### config.mk
export PLATFORM = sky130hd
export DESIGN_NAME = alu_arbiter
export DESIGN_NICKNAME = d
export VERILOG_FILES = /design/src/rtl/alu_arbiter.sv
export SDC_FILE = /design/constraint.sdc
export NUM_CORES = 1
export LEC_CHECK = 0
export BUFFER_PORTS_ARGS = -buffer_cell sky130_fd_sc_hd__buf_2
export CAP_MARGIN = 10
export CORE_MARGIN = 8
export CORE_UTILIZATION = 41
export DETAILED_ROUTE_END_ITERATION = 8
export PLACE_DENSITY = 0.82
export SLEW_MARGIN = 20
export SYNTH_ARGS = -nofsm -noshare
export SYNTH_HDL_FRONTEND = slang
export SYNTH_SLANG_ARGS = --single-unit
### constraint.sdc
create_clock -name clk -period 1.5 [get_ports clk]
set_input_delay 0.375 -clock clk [delete_from_list [all_inputs] [get_ports clk]]
set_output_delay 0.375 -clock clk [all_outputs]
set_load 0.01 [all_outputs]
### src/rtl/alu_arbiter.sv
// Two-requester arbiter in front of a shared combinational ALU.
// One operation is in flight at a time: IDLE grants and latches a request,
// EXEC captures the ALU result, RESP holds it until the owner consumes it.
// FAIR=1 alternates between requesters under contention; FAIR=0 always
// prefers requester 0.
module alu_arbiter #(
    parameter int unsigned FAIR = 1
) (
    input  logic        clk,
    input  logic        rst_n,

    input  logic        req0_valid,
    output logic        req0_ready,
    input  logic [31:0] req0_a,
    input  logic [31:0] req0_b,
    input  logic [3:0]  req0_ctr,

    input  logic        req1_valid,
    output logic        req1_ready,
    input  logic [31:0] req1_a,
    input  logic [31:0] req1_b,
    input  logic [3:0]  req1_ctr,

    output logic        rsp0_valid,
    input  logic        rsp0_ready,
    output logic [31:0] rsp0_out,

    output logic        rsp1_valid,
    input  logic        rsp1_ready,
    output logic [31:0] rsp1_out,

    output logic [31:0] alu_a,
    output logic [31:0] alu_b,
    output logic [3:0]  alu_ctr,
    input  logic [31:0] alu_out
);

    typedef enum logic [1:0] {
        S_IDLE = 2'd0,
        S_EXEC = 2'd1,
        S_RESP = 2'd2
    } state_t;

    state_t      r_state;
    state_t      w_next;
    logic [31:0] r_a;
    logic [31:0] r_b;
    logic [3:0]  r_ctr;
    logic [31:0] r_res;
    logic        r_owner;   // requester whose operation is in flight
    logic        r_last;    // requester served most recently
    logic        w_grant;   // requester that would win in IDLE this cycle
    logic        w_hs;      // request handshake this cycle
    logic        w_done;    // owner consumes the response this cycle

    // Arbitration: contention goes to the requester not served last (FAIR)
    // or to requester 0; a lone requester always wins.
    always_comb begin
        // NOTE: every signal assigned here gets a default first so no path leaves it unassigned, which would infer a latch.
        w_grant = 1'b0;
        if (req0_valid && req1_valid) begin
            w_grant = (FAIR != 0) ? ~r_last : 1'b0;
        end else if (req1_valid) begin
            w_grant = 1'b1;
        end
    end

    // Next-state logic and handshake outputs of the IDLE/EXEC/RESP sequence.
    always_comb begin
        w_next     = r_state;
        w_hs       = 1'b0;
        w_done     = 1'b0;
        req0_ready = 1'b0;
        req1_ready = 1'b0;
        rsp0_valid = 1'b0;
        rsp1_valid = 1'b0;
        case (r_state)
            S_IDLE: begin
                req0_ready = req0_valid && !w_grant;
                req1_ready = req1_valid &&  w_grant;
                if (req0_valid || req1_valid) begin
                    w_hs   = 1'b1;
                    w_next = S_EXEC;
                end
            end
            S_EXEC: begin
                w_next = S_RESP;
            end
            S_RESP: begin
                rsp0_valid = !r_owner;
                rsp1_valid =  r_owner;
                // The non-owner's ready is deliberately not looked at.
                w_done = r_owner ? rsp1_ready : rsp0_ready;
                if (w_done) begin
                    w_next = S_IDLE;
                end
            end
            default: begin
                w_next = S_IDLE;
            end
        endcase
    end

    // State register; reset abandons any in-flight operation.
    always_ff @(posedge clk or negedge rst_n) begin
        if (!rst_n) begin
            r_state <= S_IDLE;
        end else begin
            // NOTE: registers are updated with non-blocking assignments so every flop samples pre-edge values.
            r_state <= w_next;
        end
    end

    // Operand, result, owner and last-served registers.
    always_ff @(posedge clk or negedge rst_n) begin
        if (!rst_n) begin
            r_a     <= '0;
            r_b     <= '0;
            r_ctr   <= '0;
            r_res   <= '0;
            r_owner <= 1'b0;
            r_last  <= 1'b1;
        end else begin
            if (w_hs) begin
                r_a     <= w_grant ? req1_a   : req0_a;
                r_b     <= w_grant ? req1_b   : req0_b;
                r_ctr   <= w_grant ? req1_ctr : req0_ctr;
                r_owner <= w_grant;
            end
            if (r_state == S_EXEC) begin
                r_res <= alu_out;
            end
            if (w_done) begin
                r_last <= r_owner;
            end
        end
    end

    assign alu_a    = r_a;
    assign alu_b    = r_b;
    assign alu_ctr  = r_ctr;
    assign rsp0_out = r_res;
    assign rsp1_out = r_res;

endmodule

==> results of run 1 <==
[stage by stage]
stage          cells  TNS, ns
3_5_place_dp     796   -12.11
5_1_grt          817   -19.28
2_1_floorplan    341    -7.64
3_3_place_gp     796   -10.99
6_report         817   -15.90
4_1_cts          816   -17.76
[power by group]
part	internal [µW]	leakage (µW)	switching [µW]	total (µW)
clock	1340	0.000145	1010	2350
combinational	4680	0.00274	3460	8150
sequential	4280	0.00122	918	5200
total	10300	0.00410	5400	15700
[cell usage in the layout (no fill, tap or decap), drive strengths merged]
| cell | netlist | routed |
|---|---|---|
| a21bo | 1 | 1 |
| a21o | 1 | 1 |
| a22o | 1 | 1 |
| and3 | 1 | 1 |
| buf | 51 | 335 |
| bufinv | 0 | 1 |
| clkbuf | 1 | 12 |
| clkinv | 0 | 3 |
| clkinvlp | 0 | 1 |
| dfrtp | 103 | 103 |
| dfstp | 1 | 1 |
| inv | 1 | 1 |
| mux2 | 169 | 169 |
| nand2 | 1 | 1 |
| nand2b | 2 | 2 |
| nor2 | 3 | 3 |
| nor2b | 1 | 1 |
| nor3 | 1 | 1 |
| o21a | 1 | 1 |
| o21ai | 1 | 1 |
| o21bai | 1 | 1 |
[sequential cells by signal, indices dropped and copies added (netlist names)]
register	flops
alu_a	32
alu_b	32
alu_ctr	4
r_last	1
r_owner	1
r_state	2
rsp0_out	32
[worst max path at each step]
stage,startpoint,slack [ns],end
floorplan,r_last,-0.12,alu_a[0]
global placement,req1_valid,-0.18,alu_a[30]
detailed placement,req1_valid,-0.22,alu_a[25]
CTS,r_last,-0.30,req0_ready
global route,r_last,-0.32,req0_ready
finish,r_last,-0.27,req0_ready
[critical path, cell delays in order (launching register included)]
cell	delay, ns
sky130_fd_sc_hd__dfstp_2	0.55
sky130_fd_sc_hd__a21bo_4	0.13
sky130_fd_sc_hd__buf_6	0.10
sky130_fd_sc_hd__and3_4	0.17
sky130_fd_sc_hd__buf_6	0.10
[routing by layer]
| layer | routed length [µm] | global-route usage [%] | vias to the layer above |
|---|---|---|---|
| li1 | - | - | 1755 |
| met3 | 1060 | 5.30 | 25 |
| met4 | 346 | 6.81 | 0 |
| met2 | 7880 | 29.0 | 177 |
| met1 | 5900 | 19.1 | 1836 |
| met5 | 0 | 0 | - |
[cell families after synthesis]
| group | count (synthesis) | share of synthesized area (%) |
|---|---|---|
| simple gates | 9 | 0.809 |
| compound gates | 6 | 0.831 |
| flops | 104 | 46.7 |
| buf+inv | 53 | 8.29 |
| mux | 169 | 43.3 |
[final cells by class]
| cell class | count | area [µm²] | share of cell area [%] |
|---|---|---|---|
| sequential | 104 | 2600 | 34.2 |
| multi-input combinational | 184 | 2540 | 33.4 |
| timing repair buffer | 336 | 1940 | 25.5 |
| clock buffer | 11 | 243 | 3.19 |
| tap | 176 | 220 | 2.90 |
| clock inverter | 5 | 56.3 | 0.741 |
| inverter | 1 | 3.75 | 0.0494 |
[repair_timing]
action,in CTS,in global routing
buffers inserted,3,0
pin swaps,2,1
cloned,1,1
endpoints found under the setup margin,72,88
gates resized for setup,18,1
==> impl_summary.log, run 1 <==
[metrics] run status: finished with violations
[metrics] violations in the final reports: setup timing
[metrics] area share of the largest cell type after synthesis: between 40% and 50%
[metrics] Critical Path End Type: primary output
[metrics] Setup-failing EPs final: 72
[metrics] clock latency reported for the late side of the worst-skew pair: ~0.34 ns
[metrics] Hold-fix buffers, CTS: 0
[metrics] final core utilization: 57.4%
[metrics] Std-Cell Core Area: about 13000 µm²
[metrics] Layout Nets: between 800 and 900
[metrics] synth cell count leaders: sky130_fd_sc_hd__mux2_4 (136), sky130_fd_sc_hd__dfrtp_1 (103), sky130_fd_sc_hd__buf_4 (37)
[metrics] number of DRC violations after detailed-routing iteration 0: 100
[metrics] share of synthesized flip-flops with an asynchronous set or reset: between 90% and 100%
[metrics] depth of the worst register-to-register path: 5
[metrics] clk_skew: 0.0104 ns
[metrics] arrival time reported for the critical path endpoint: between 1 and 1.5 ns
[metrics] critical register-to-register path startpoint: r_last
[metrics] Post-Place Worst Slack: -0.215 ns
[metrics] period utilisation layout: 118%
[metrics] first-pass GRT wire length: roughly 24 mm
[metrics] clock tree root buffer cell: sky130_fd_sc_hd__clkbuf_16
[metrics] largest fanout of any net on the critical path: 3
[metrics] Cell Rows: 42
[metrics] Vert. Die Dim: 133 µm
[metrics] type of the setup path with the least slack: reg -> out
[metrics] number of remaining DRC errors: 0
[metrics] fillcell total: 1083
[metrics] number of flops mapped to enable cells by yosys: 0
[metrics] count of inserted antenna diode cells: 0
[metrics] routed via count: 3793
[metrics] area delta synth->final: 36.5%
[metrics] net count after synthesis: between 500 and 600
[metrics] distinct cell type count of the synthesized netlist: 23
[metrics] final weighted congestion of routability-driven global placement: 0.803
[metrics] cell with the most instances after synthesis: sky130_fd_sc_hd__mux2_4
[metrics] leakage power: between 0.004 and 0.005 µW
[metrics] number of antenna violations at the first check in global routing: 0
[metrics] Post-DRT Antenna Nets: 0
[metrics] required time worst endpoint: around 1.1 ns
[metrics] worst hold slack: 0.0255 ns
[metrics] Post-DP HPWL: approximately 12 mm
[metrics] max-cap viol count: 0
[metrics] routed wire length per instance: 18.6 µm
[metrics] highest clock frequency the design can meet: roughly 0.57 GHz
[metrics] total power of the final layout: between 15000 and 20000 µW
[metrics] reg-to-reg slack, setup: -0.27 ns
[metrics] Peak supply drop: 1.01 mV
[metrics] fraction of final layout cells sized beyond drive strength 1: between 80% and 90%
[metrics] Slew Viols, Final: 0
[metrics] number of standard cells after synthesis: roughly 340
[metrics] I/O pin count: 310
[metrics] gr ovfl total: 0
[metrics] proportion of synthesized chip area in sequential cells: between 40% and 50%
[metrics] startpoint types: flop
[metrics] effective utilization at floorplan: 42.1%
[metrics] number of global-route vias before repair: between 4000 and 5000
[metrics] total routed wirelength: ~15 mm
[metrics] Final Hold Violating Endpoints: 0
[metrics] sink count of the clock tree: roughly 100
[metrics] hold crit path type: in -> async
[metrics] largest cells by area after synthesis: sky130_fd_sc_hd__dfrtp_1 (46%), sky130_fd_sc_hd__mux2_4 (37%), sky130_fd_sc_hd__mux2_2 (6.7%)
[metrics] setup ws final: -0.269 ns
[metrics] Non-Filler Cell Area, Final: between 7000 and 8000 µm²
[metrics] unrepaired setup endpoints after global routing: true
[metrics] placed standard-cell area: roughly 7000 µm²
[metrics] flops & latches, synth: 104
[metrics] all-layer global routing usage: 16.9%
[metrics] min Tclk post-route: around 1.8 ns
[metrics] Most used DFF post-synth: sky130_fd_sc_hd__dfrtp_1
[metrics] Max Root-Sink Buffers: 2
[metrics] synthesized area: around 5600 µm²
[metrics] headroom to the max-slew limit: between 70% and 80%
[metrics] die outline area: between 15000 and 20000 µm²
[metrics] CTS tree: done
[metrics] reg-to-reg endpoint: alu_a[25]
[metrics] Port Buf Inserts: around 300
[metrics] clock transition at the register clock pins on the worst setup and hold paths after CTS: approximately 0.07 ns
[metrics] H-tree levels: 3
[metrics] drt first pass iters: 4
[metrics] average size of a mapped cell: around 16 µm²
[metrics] number of clock buffers inserted by TritonCTS: 9
[metrics] die extent in x: about 130 µm
[metrics] Slew @ Worst Pin: slightly above 0.3 ns
[metrics] Yosys top cell by area: sky130_fd_sc_hd__dfrtp_1
[metrics] detail-routed via count per cell: about 4.6
[metrics] power per cell area: 2060 nW/µm²
[metrics] warning count from the yosys run: 0
[metrics] pin count of the biggest net entering global routing: 56
Note: power is estimated with default switching activity, not from simulation.
==> run 2: changes to the inputs <==
- CORE_UTILIZATION: 41 -> 49
- PLACE_DENSITY: 0.82 -> 0.91
- clock period: 1.5 -> 2.2 ns (I/O delays scaled with it)
==> impl_summary.log, run 2 (synthesis gave the netlist of run 1 again) <==
[metrics] unrepaired setup endpoints after global routing: false (was true)
[metrics] number of clock buffers inserted by TritonCTS: 9 (unchanged)
[metrics] gr ovfl total: 0 (unchanged)
[metrics] number of setup buffers added after CTS: 0 (was 3)
[metrics] Critical Path End Type: primary output (unchanged)
[metrics] length of routed met2 wiring: 8.18 mm (was 7.88 mm)
[metrics] CTS tree: done (unchanged)
[metrics] most common library cell in the layout ignoring fill and taps: sky130_fd_sc_hd__buf_2 (unchanged)
[metrics] fin cells: 763 (was 817)
[metrics] highest-count cells in the layout ignoring fill and taps: sky130_fd_sc_hd__buf_2 (308), sky130_fd_sc_hd__mux2_4 (136), sky130_fd_sc_hd__dfrtp_1 (103), sky130_fd_sc_hd__mux2_2 (33), sky130_fd_sc_hd__clkbuf_16 (9) (was sky130_fd_sc_hd__buf_2 (307), sky130_fd_sc_hd__mux2_4 (136), sky130_fd_sc_hd__dfrtp_1 (103), sky130_fd_sc_hd__mux2_2 (33), sky130_fd_sc_hd__buf_4 (12))
[metrics] effective utilization at floorplan: 49.4% (was 42.1%)
[metrics] placed cells: 747 (was 796)
[metrics] required time worst endpoint: 1.65 ns (was 1.12 ns)
[metrics] Std-Cell Core Area: 11300 µm² (was 13200 µm²)
[metrics] run status: complete, no violations (was finished with violations)
[metrics] Net Switching: 3650 µW (was 5400 µW)
[metrics] routed wire length per instance: 19.7 µm (was 18.6 µm)
[metrics] clock transition at the register clock pins on the worst setup and hold paths after CTS: 0.07 ns (about the same)
[metrics] sink count of the clock tree: 104 (unchanged)
[metrics] die outline area: 15000 µm² (was 17600 µm²)
[metrics] count of inserted antenna diode cells: 0 (unchanged)
[metrics] min Tclk post-route: 1.90 ns
[metrics] Cell Rows: 39 (was 42)
[metrics] total length of routed met3 wires: 1.18 mm (was 1.06 mm)
[metrics] pin count of the biggest net entering global routing: 105 (was 56)
[metrics] total routed wirelength: 15.0 mm (was 15.2 mm)
[metrics] leakage power: 0.00392 µW (was 0.00410 µW)
[metrics] clock latency reported for the late side of the worst-skew pair: 0.34 ns (about the same)
[metrics] Clock power frac: 14.8% (was 15.0%)
[metrics] max-cap viol count: 0 (unchanged)
[metrics] final weighted congestion of routability-driven global placement: 0.866 (was 0.803)
[metrics] worst hold slack: 0.250 ns (was 0.0255 ns)
[metrics] Port Buf Inserts: 309 (unchanged)
[metrics] detail-routed via count per cell: 4.95 (was 4.64)
[metrics] Post-Route Setup TNS: 0 ns (was -15.90 ns)
[metrics] Hold-fix buffers, CTS: 0 (unchanged)
[metrics] Post-DRT Antenna Nets: 0 (unchanged)
[metrics] Met1 Routed Length: 5.29 mm (was 5.90 mm)
[metrics] power per cell area: 1420 nW/µm² (was 2060 nW/µm²)
[metrics] reg-to-reg slack, setup: 0.40 ns (was -0.27 ns)
[metrics] Vert. Die Dim: 123 µm (was 133 µm)
[metrics] clock tree root buffer cell: sky130_fd_sc_hd__clkbuf_16 (unchanged)
[metrics] depth of the worst register-to-register path: 4 (was 5)
[metrics] largest fanout of any net on the critical path: 5 (was 3)
[metrics] drt first pass iters: 4 (unchanged)
[metrics] Layout Nets: 789 (was 810)
[metrics] internal power summed over all cells: 6610 µW (was 10300 µW)
[metrics] clk_skew: 0.0105 ns (was 0.0104 ns)
[metrics] Slew Viols, Final: 0 (unchanged)
[metrics] I/O pin count: 310 (unchanged)
[metrics] total power of the final layout: 10300 µW (was 15700 µW)
[metrics] critical register-to-register path startpoint: r_last (unchanged)
[metrics] area delta synth->final: 29.6% (was 36.5%)
[metrics] number of global-route vias before repair: 4268 (was 4405)
[metrics] Max Root-Sink Buffers: 2 (unchanged)
[metrics] Post-DP HPWL: 11.9 mm (was 12.1 mm)
[metrics] type of the setup path with the least slack: reg -> out (unchanged)
[metrics] startpoint types: flop (unchanged)
[metrics] number of DRC violations after detailed-routing iteration 0: 206 (was 100)
[metrics] number of antenna violations at the first check in global routing: 0 (unchanged)
[metrics] switching share of power: 35.6% (was 34.4%)
[metrics] die extent in x: 123 µm (was 133 µm)
[metrics] period utilisation layout: approximately 87%
[metrics] highest routing layer actually used: met4 (unchanged)
[metrics] all-layer global routing usage: 19.4% (was 16.9%)
[metrics] Final Hold Violating Endpoints: 0 (unchanged)
[metrics] first-pass GRT wire length: 22.7 mm (was 23.9 mm)
[metrics] fraction of final layout cells sized beyond drive strength 1: 81.1% (was 82.2%)
[metrics] Setup-failing EPs final: 0 (was 72)
[metrics] reg-to-reg endpoint: alu_b[4] (was alu_a[25])
[metrics] hold crit path type: in -> async (unchanged)
[metrics] Slew @ Worst Pin: 0.576 ns (was 0.304 ns)
[metrics] Gates resized, CTS repair: 0 (was 18)
[metrics] logic gate share of total power: 50.5% (was 51.9%)
[metrics] Peak supply drop: 1.01 mV (about the same)
[metrics] headroom to the max-slew limit: 61.6% (was 79.7%)
[metrics] arrival time reported for the critical path endpoint: 1.35 ns (was 1.39 ns)
[metrics] routed via count: 3780 (was 3793)
[metrics] Reg power frac: 34.7% (was 33.1%)
[metrics] highest clock frequency the design can meet: 0.525 GHz
[metrics] number of remaining DRC errors: 0 (unchanged)
[metrics] H-tree levels: 3 (unchanged)
==> run 2: worst max path at each step <==
stage | start | end | slack (ns) | depth (start not counted)
2_1_floorplan | req1_valid | req1_ready | 0.31 | 4
3_3_place_gp | req1_valid | alu_a[20] | 0.28 | 5
3_5_place_dp | req1_valid | alu_a[20] | 0.24 | 5
4_1_cts | r_last | req0_ready | 0.28 | 3
5_1_grt | r_last | req0_ready | 0.26 | 3
6_report | r_last | req0_ready | 0.30 | 3
==> run 2: metrics by stage <==
step	utilization [%]	worst slack (ns)	instance area [µm²]
6_report	64.0	0.296	7220
5_1_grt	64.0	0.256	7220
4_1_cts	64.0	0.282	7220
3_5_place_dp	61.5	0.236	6940
3_3_place_gp	61.5	0.285	6940
2_1_floorplan	-	0.309	5570
==> run 2: layer usage <==
metal	vias up	track usage (%)
li1	1708	-
met1	1835	21.0
met2	207	35.6
met3	30	4.14
met4	0	8.99
met5	-	0
==> run 2: layout make-up <==
class	count	area (µm²)
timing repair buffer	315	1630
multi-input combinational	184	2520
clock inverter	6	43.8
fill	843	4050
clock buffer	10	239
inverter	1	3.75
tap	143	179
sequential	104	2600
==> run 2: worst max-delay path, stage by stage, from the launching register on <==
cell and delay, ns:
sky130_fd_sc_hd__dfstp_2 0.56, sky130_fd_sc_hd__a21bo_4 0.17, sky130_fd_sc_hd__and3_1 0.16, sky130_fd_sc_hd__buf_2 0.14
==> run 2: power by group through the flow <==
stage	Sequential [µW]	Clock, µW	Combinational [µW]
after floorplan	3950	0	3300
after global placement	3500	0	5080
after detailed placement	3570	0	5260
after CTS	3560	1540	5270
after global routing	3700	1630	5500
final	3560	1510	5190
==> run 3: changes to the inputs <==
- BUFFER_PORTS_ARGS: -buffer_cell sky130_fd_sc_hd__buf_2 -> -buffer_cell sky130_fd_sc_hd__clkbuf_2
- GPL_TIMING_DRIVEN: not set -> 0
==> impl_summary.log, run 3 (synthesis gave the netlist of run 1 again) <==
[metrics] run status: complete, no violations (unchanged)
[metrics] startpoint types: flop (unchanged)
[metrics] number of global-route vias before repair: 4601 (was 4268)
[metrics] Port Buf Inserts: 309 (unchanged)
[metrics] I/O pin count: 310 (unchanged)
[metrics] Cell Rows: 39 (unchanged)
[metrics] number of antenna violations at the first check in global routing: 0 (unchanged)
[metrics] H-tree levels: 3 (unchanged)
[metrics] required time worst endpoint: 1.65 ns (about the same)
[metrics] largest stage delay on the critical path: 0.55 ns (was 0.56 ns)
[metrics] final weighted congestion of routability-driven global placement: 0.855 (was 0.866)
[metrics] routed wire length per instance: 19.8 µm (was 19.7 µm)
[metrics] arrival time reported for the critical path endpoint: 1.62 ns (was 1.35 ns)
[metrics] effective utilization at floorplan: 49.4% (unchanged)
[metrics] headroom to the max-slew limit: 69.0% (was 61.6%)
[metrics] clock latency reported for the late side of the worst-skew pair: 0.34 ns (about the same)
[metrics] final core utilization: 67.6% (was 64.0%)
[metrics] Post-DRT Antenna Nets: 0 (unchanged)
[metrics] max-cap viol count: 0 (unchanged)
[metrics] total power of the final layout: 10800 µW (was 10300 µW)
[metrics] hold crit path type: in -> async (unchanged)
[metrics] Hold-fix buffers, CTS: 0 (unchanged)
[metrics] most common library cell in the layout ignoring fill and taps: sky130_fd_sc_hd__clkbuf_2 (was sky130_fd_sc_hd__buf_2)
[metrics] power per cell area: 1420 nW/µm² (about the same)
[metrics] clk_skew: 0.00628 ns (was 0.0105 ns)
[metrics] number of remaining DRC errors: 0 (unchanged)
[metrics] pin count of the biggest net entering global routing: 94 (was 105)
[metrics] clock transition at the register clock pins on the worst setup and hold paths after CTS: 0.07 ns (about the same)
[metrics] die outline area: 15000 µm² (unchanged)
[metrics] largest fanout of any net on the critical path: 10 (was 5)
[metrics] Peak supply drop: 1.01 mV (about the same)
[metrics] Critical-path top delay cell: sky130_fd_sc_hd__dfstp_2 (unchanged)
[metrics] die extent in x: 123 µm (unchanged)
[metrics] Final Hold Violating Endpoints: 0 (unchanged)
[metrics] cell type group with the largest total delay on the critical path: flip-flops (unchanged)
[metrics] Layout Nets: 837 (was 789)
[metrics] sum of buffers and inverters on the critical path: 3 (was 1)
[metrics] Max Root-Sink Buffers: 2 (unchanged)
[metrics] number of DRC violations after detailed-routing iteration 0: 181 (was 206)
[metrics] Slew Viols, Final: 0 (unchanged)
[metrics] all-layer global routing usage: 20.7% (was 19.4%)
[metrics] fraction of final layout cells sized beyond drive strength 1: 82.2% (was 81.1%)
[metrics] type of the setup path with the least slack: reg -> out (unchanged)
[metrics] Critical Path End Type: primary output (unchanged)
[metrics] min Tclk post-route: 2.17 ns (was 1.90 ns)
[metrics] highest clock frequency the design can meet: 0.461 GHz (was 0.525 GHz)
[metrics] Slew @ Worst Pin: 0.465 ns (was 0.576 ns)
[metrics] total routed wirelength: 16.0 mm (was 15.0 mm)
[metrics] drt first pass iters: 4 (unchanged)
[metrics] highest-count cells in the layout ignoring fill and taps: sky130_fd_sc_hd__clkbuf_2 (308), sky130_fd_sc_hd__mux2_4 (136), sky130_fd_sc_hd__dfrtp_1 (103), sky130_fd_sc_hd__buf_4 (38), sky130_fd_sc_hd__mux2_2 (33) (was sky130_fd_sc_hd__buf_2 (308), sky130_fd_sc_hd__mux2_4 (136), sky130_fd_sc_hd__dfrtp_1 (103), sky130_fd_sc_hd__mux2_2 (33), sky130_fd_sc_hd__clkbuf_16 (9))
[metrics] sink count of the clock tree: 104 (unchanged)
[metrics] detail-routed via count per cell: 4.88 (was 4.95)
[metrics] CTS tree: done (unchanged)
[metrics] Vert. Die Dim: 123 µm (unchanged)
[metrics] routed via count: 3950 (was 3780)
[metrics] Post-DP HPWL: 13.0 mm (was 11.9 mm)
[metrics] Std-Cell Core Area: 11300 µm² (unchanged)
[metrics] leakage power: 0.00423 µW (was 0.00392 µW)
[metrics] unrepaired setup endpoints after global routing: false (unchanged)
[metrics] critical path, cell by cell: a21bo_1 -> buf_12 -> buf_8 -> and3_1 -> clkbuf_2 (was a21bo_4 -> and3_1 -> buf_2)
[metrics] period utilisation layout: 98.5% (was 86.5%)
[metrics] first-pass GRT wire length: 24.0 mm (was 22.7 mm)
[metrics] number of clock buffers inserted by TritonCTS: 9 (unchanged)
[metrics] clock tree root buffer cell: sky130_fd_sc_hd__clkbuf_16 (unchanged)
[metrics] area delta synth->final: 36.7% (was 29.6%)
[metrics] Setup-failing EPs final: 0 (unchanged)
[metrics] gr ovfl total: 0 (unchanged)
[metrics] count of inserted antenna diode cells: 0 (unchanged)
## run 3: cell types whose count changed in the layout (fill, tap and decap cells not counted), moves of 2 or more
cell	previous run	this run
sky130_fd_sc_hd__buf_12	3	7
sky130_fd_sc_hd__buf_2	308	6
sky130_fd_sc_hd__buf_4	4	38
sky130_fd_sc_hd__clkbuf_2	0	308
sky130_fd_sc_hd__clkinv_2	1	3
## run 3: metrics by stage
step                instance area (µm²)  setup slack [ns]  hold slack, ns  setup TNS, ns  cells
floorplan                          5570             0.309           0.254              0    341
global placement                   7300            -0.676           0.493         -68.66    793
detailed placement                 7330            0.0440           0.402              0    794
CTS                                7610            0.0235          0.0373              0    810
global route                       7620           0.00143          0.0383              0    810
finish                             7620            0.0329          0.0438              0    810
## run 3: cell type report
| cell class | instances | area [µm²] |
|---|---|---|
| fill | 809 | 3660 |
| sequential | 104 | 2600 |
| multi-input combinational | 184 | 2510 |
| timing repair buffer | 311 | 1590 |
| buffer | 52 | 467 |
| clock buffer | 9 | 225 |
| tap | 143 | 179 |
| clock inverter | 6 | 37.5 |
| inverter | 1 | 3.75 |
## run 3: what timing repair did
action / in CTS / in global routing
buffers inserted: 1 / 0
endpoints found under the setup margin: 2 / 1
resized for setup: 2 / 1
pin swaps: 0 / 0
endpoints found under the hold margin: 0 / 0
## run 3: worst paths after layout
check	start	to	slack [ns]	depth (start not counted)
setup / recovery	r_last	req0_ready	0.03	5
hold / removal	rst_n	alu_b[15]	0.04	1
setup reg to reg	r_last	alu_ctr[0]	0.25	6
hold reg to reg	alu_a[31]	alu_a[31]	0.51	1
max in group asynchronous	rst_n	r_last	1.46	2
min in group clk	alu_out[1]	rsp0_out[1]	0.44	2
## run 3: power breakdown
| group | leakage [µW] | internal (µW) | switching (µW) | total, µW |
|---|---|---|---|---|
| logic | 0.00289 | 3310 | 2450 | 5760 |
| clock network | 0.000123 | 755 | 682 | 1440 |
| registers | 0.00122 | 2920 | 698 | 3620 |
| total | 0.00423 | 6980 | 3830 | 10800 |
## run 3: routing by layer
metal  vias up  part of all wire, %  track usage (%)
met5         -                    0                0
met3        28                  7.2             4.55
li1       1805                    -                -
met4         0                  2.4             8.61
met1      1930                   37             22.0
met2       187                   54             38.8
## run 3: worst register-to-register path: cells and delay by family, from the launching register on
kind / cells / cell delay [ns]
mux: 2 / 0.59
compound gates: 1 / 0.16
buf+inv: 3 / 0.54
flops: 1 / 0.55
